--- src/rtl/spec_global_history.sv ---
// ============================================================================
// Module   : spec_global_history
// Brief    : Speculative/committed global history with in-flight branch FIFO
//            and self-detected misprediction repair for gshare prediction.
//            Optional macro GSH_XOR_INDEX_EN selects gshare (pc ^ hist)
//            indexing; when undefined the PHT index is the history alone.
// Revision : 1.0 - initial release
// ============================================================================
`default_nettype none

module spec_global_history #(
  parameter int HIST_LEN = 8,
  parameter int DEPTH    = 4
) (
  input  logic                       clk,
  input  logic                       reset,
  input  logic                       Dstall,
  input  logic                       pred_valid,
  input  logic                       pred_taken,
  input  logic [HIST_LEN-1:0]        pc_idx,
  input  logic                       resolve_valid,
  input  logic                       resolve_taken,
  output logic [HIST_LEN-1:0]        spec_hist,
  output logic [HIST_LEN-1:0]        commit_hist,
  output logic [HIST_LEN-1:0]        pht_index,
  output logic                       mispredict,
  output logic [$clog2(DEPTH+1)-1:0] inflight,
  output logic                       full,
  output logic                       hist_err
);

  localparam int CW = $clog2(DEPTH+1);
  localparam int PW = $clog2(DEPTH);

  logic [DEPTH-1:0]    fifo_q;
  logic [PW-1:0]       head_q;
  logic [PW-1:0]       tail_q;
  logic [CW-1:0]       count_q;
  logic [HIST_LEN-1:0] spec_q;
  logic [HIST_LEN-1:0] commit_q;
  logic                err_q;

  logic                empty;
  logic                is_full;
  logic                push_req;
  logic                pop;
  logic                push;
  logic                mispred;
  logic                err_set;
  logic [HIST_LEN-1:0] commit_next;

  assign empty    = (count_q == '0);
  assign is_full  = (count_q == CW'(DEPTH));
  assign push_req = pred_valid & ~Dstall;

  // Reset masks resolution so mispredict cannot fire while state is being cleared.
  assign pop         = resolve_valid & ~empty & ~reset;
  assign mispred     = pop & (resolve_taken != fifo_q[head_q]);
  assign push        = push_req & ~mispred & (~is_full | pop);
  assign commit_next = {resolve_taken, commit_q[HIST_LEN-1:1]};

  assign err_set = (push_req & is_full & ~pop) | (resolve_valid & empty);

  always_ff @(posedge clk) begin
    if (reset) begin
      fifo_q   <= '0;
      head_q   <= '0;
      tail_q   <= '0;
      count_q  <= '0;
      spec_q   <= '0;
      commit_q <= '0;
      err_q    <= 1'b0;
    end else begin
      if (err_set)
        err_q <= 1'b1;
      if (pop)
        commit_q <= commit_next;
      if (mispred) begin
        // Repaired speculative history equals the new committed history.
        spec_q  <= commit_next;
        head_q  <= '0;
        tail_q  <= '0;
        count_q <= '0;
      end else begin
        if (push) begin
          spec_q         <= {pred_taken, spec_q[HIST_LEN-1:1]};
          fifo_q[tail_q] <= pred_taken;
          tail_q         <= tail_q + PW'(1);
        end
        if (pop)
          head_q <= head_q + PW'(1);
        case ({push, pop})
          2'b10:   count_q <= count_q + CW'(1);
          2'b01:   count_q <= count_q - CW'(1);
          default: count_q <= count_q;
        endcase
      end
    end
  end

`ifdef GSH_XOR_INDEX_EN
  assign pht_index = pc_idx ^ spec_q;
`else
  logic unused_pc_idx;
  assign unused_pc_idx = ^pc_idx;
  assign pht_index     = spec_q;
`endif

  assign spec_hist   = spec_q;
  assign commit_hist = commit_q;
  assign mispredict  = mispred;
  assign inflight    = count_q;
  assign full        = is_full;
  assign hist_err    = err_q;

endmodule

`default_nettype wire

--- config.mk ---
export PLATFORM = sky130hd
export DESIGN_NAME = spec_global_history
export DESIGN_NICKNAME = d
export VERILOG_FILES = /design/src/rtl/spec_global_history.sv
export SDC_FILE = /design/constraint.sdc
export NUM_CORES = 1
export LEC_CHECK = 0
export BUFFER_PORTS_ARGS = -buffer_cell sky130_fd_sc_hd__buf_4
export CAP_MARGIN = 20
export CORE_MARGIN = 5
export CORE_UTILIZATION = 35
export CTS_BUF_LIST = sky130_fd_sc_hd__clkbuf_4 sky130_fd_sc_hd__clkbuf_8 sky130_fd_sc_hd__clkbuf_16
export DETAILED_ROUTE_END_ITERATION = 8
export PLACE_DENSITY = 0.65
export SETUP_SLACK_MARGIN = 0.1
export SLEW_MARGIN = 10
export SYNTH_ARGS = -nofsm -noshare
export SYNTH_HDL_FRONTEND = slang
export SYNTH_SLANG_ARGS = --single-unit
--- constraint.sdc ---
create_clock -name clk -period 5.9 [get_ports clk]
set_input_delay 1.18 -clock clk [delete_from_list [all_inputs] [get_ports clk]]
set_output_delay 1.18 -clock clk [all_outputs]
set_load 0.005 [all_outputs]
==> run summary <==
Logic pwr share = 19.0%
# setup viols final = 0
Synth Warn # = 0
Status = finished, final reports clean
Standard-cell rows = 23
Largest net degree at the start of global routing = 18
Clock Pin Slew Worst Setup and Hold Paths = 0.09 ns
Top Ports = 45
Synth top area cells = dfxtp_1, mux2i_1, nor2_1
Buf/Inv on CP = 3
Multi-input gate area = 709.4 sq um
Crit path time final = 3.680 ns
GRT overflow = 0
Met2 Wirelength = 1.328 mm
HP Start = hist_err
Worst Reg2Reg Path Length in Cells = 10
Most frequent cells in the layout = buf_4, dfxtp_1, nor2_1
Fmax = 271.8 MHz
Die height = 73.31 um
Fin nets = 194
ANT cells = 0
Detailed Place HPWL = 2.278 mm
H-Tree Depth = 1
Commonest non-fill, non-tap cell in the layout = buf_4
Internal power = 332.4 uW
Seq/Total Area, Yosys = 39.96%
Peak supply drop = 0.1161 mV
CTS Sinks = 28
Clock buffer count from CTS = 3
Iteration-0 DRC Markers = 43
Slowest cell on crit path = nand2b_1
R2r setup slk = 2.78 ns
Syn_nets = 164
Nature of the critical path endpoint = output port
Highest metal used = met4
Rel. slew slack = 56.35%
Max stage delay on crit path = 0.49 ns
Synth Register Bits = 28
Residual DRC = 0
WP data arrival = 2.50 ns
Wire length on met1 = 1.415 mm
Power Density = 258.7 mW/mm^2
Input/output buffers = 36
Initial antenna violation count = 0
CTS hold repair buffers = 0
Syn Area/Cell = 9.740 sq um
Maxcap violations = 0
Skew final = 0.003152 ns
Fillcell total = 372
Top delay family on crit path = simple AND/OR/NAND/NOR gates
Final wirelength = 2.925 mm
Share of layout cells above drive strength 1 = 28.32%
Sw Ratio = 25.43%
Setup TNS = 0 ns
Via count = 1,103
Vias in the first global route = 1,079
Remaining antenna violation count after routing = 0
Clk_lat worst skew = 0.27 ns
Crit Reg-Reg Endpoint = inflight[2]
Initial Utilization = 35.58%
Hold Path Class = flip-flop to flip-flop
CTS tree = done
Root buffer cell = clkbuf_8
Post-Synthesis Cells = 144
CP Launch Type = input port
Worst Setup SP = reset
Critical Path Stages = 6
Worst setup endpoint = mispredict
Post-CTS Resized = 0
RSZ-0062 raised after global routing = no
Clk buf depth = 2
WHS = 0.4932 ns
Drt wl/cell = 13.12 um
GRT Total Usage = 11.35%
Actual slew at the worst max-slew pin = 0.6547 ns
Final-report max-slew violation count = 0
Cell taking the most area after synthesis = dfxtp_1
Synthesized cell area = 0.001403 sq mm
Crit Path Class = input port to output port
Clock power share = 33.8%
NetSw = 113.3 uW
Leakage = 0.0007628 uW
Tcrit/Tclk final = 62.37%
Pre-Repair DR Iteration Count = 4
Library cells used by synthesis = 35
DR WL met3 = 138 um
Flop pwr share = 47.2%
Routability cong. = 0.8273
Via density per instance = 4.946
Die area = 0.005374 sq mm
CP Cell Sequence = buf_4 -> nand2b_1 -> a21oi_1 -> nand2b_1 -> inv_1 -> buf_4
Post-CTS Setup Bufs = 0
Storage cell area = 560.5 sq um
Top-area cell type share of the netlist area = 39.96%
Core Region = 0.003943 sq mm
Worst r2r src = head_q[0]
First-pass GRT wire length = 4.899 mm
Hold Vio Cnt, Final = 0
Die W = 73.31 um
CP Max Fanout = 17
P&R area growth vs syn = 22.84%
CP required = 4.72 ns
==> Yosys cell counts, drive strengths merged <==
master,instances
xor2,1
o32a,1
nand2,2
inv,9
nor2,23
ha,4
nand3b,1
a21o,1
and2,1
mux2i,11
xnor2,4
a21boi,1
fa,1
o211ai,6
or3,2
nand2b,5
nor3,1
a21oi,5
clkbuf,2
o21ai,2
a31oi,2
or3b,1
nor2b,1
dfxtp,28
buf,11
a22o,8
a211oi,8
maj3,1
mux4,1
==> metrics by stage <==
step	worst slack [ns]	std cells	power [uW]	cell area [sq um]	util, %
floorplan	2.739	144	269.9	1403	-
global placement	2.226	219	298.0	1652	41.89
detailed placement	2.248	219	299.7	1652	41.89
CTS	2.240	223	449.9	1723	43.70
global route	2.073	223	467.9	1723	43.70
finish	2.220	223	445.7	1723	43.70
==> power groups by stage <==
stage	combinational [uW]	clock (uW)	sequential [uW]
final	84.7	151	210
after global routing	94.5	161	213
after CTS	85.2	154	211
after detailed placement	84.6	0	215
after global placement	84.2	0	214
after floorplan	57.0	0	213
==> flip-flops by register name, summed over array words and instances (netlist names) <==
| name | cells |
|---|---|
| hist_err | 1 |
| head_q | 2 |
| fifo_q | 4 |
| tail_q | 2 |
| pht_index | 8 |
| commit_hist | 8 |
| inflight | 3 |
==> layer usage <==
metal | global-route usage [%] | vias to the layer above
li1 | - | 557
met1 | 15.48 | 512
met4 | 5.433 | 0
met2 | 17.68 | 30
met3 | 1.505 | 4
met5 | 0 | -
==> layout make-up <==
| cell class | instances | share of cell area (%) |
|---|---|---|
| clock inverter | 1 | 1.743 |
| sequential | 28 | 32.53 |
| timing repair buffer | 38 | 16.56 |
| multi-input combinational | 94 | 41.18 |
| tap | 50 | 3.631 |
| inverter | 9 | 1.961 |
| clock buffer | 3 | 2.397 |
==> logic make-up (layout without fill, tap and decap cells) <==
logic type | Yosys count | in the layout | synth area share [%]
AOI/OAI and AO/OA | 34 | 34 | 18.38
buffers and inverters | 22 | 51 | 9.455
muxes | 12 | 12 | 9.456
adders and majority gates | 6 | 6 | 5.709
DFF | 28 | 28 | 39.96
and+or+nand+nor | 37 | 37 | 12.58
xor gates and xnor gates | 5 | 5 | 4.461
==> worst min-delay path by stage <==
stage	slack, ns	cells after the start	to
global placement	0.46	2	hist_err
finish	0.49	2	hist_err
CTS	0.50	1	commit_hist[0]
floorplan	0.46	2	fifo_q[2]
global route	0.53	1	commit_hist[0]
detailed placement	0.47	2	hist_err
==> tightest hold or removal path, delay by kind of cell, from the launching register on <==
family | cells | cell delay [ns]
simple gates | 1 | 0.07
flops | 1 | 0.35
compound gates | 1 | 0.05
Power figures use the tool's default switching activity.
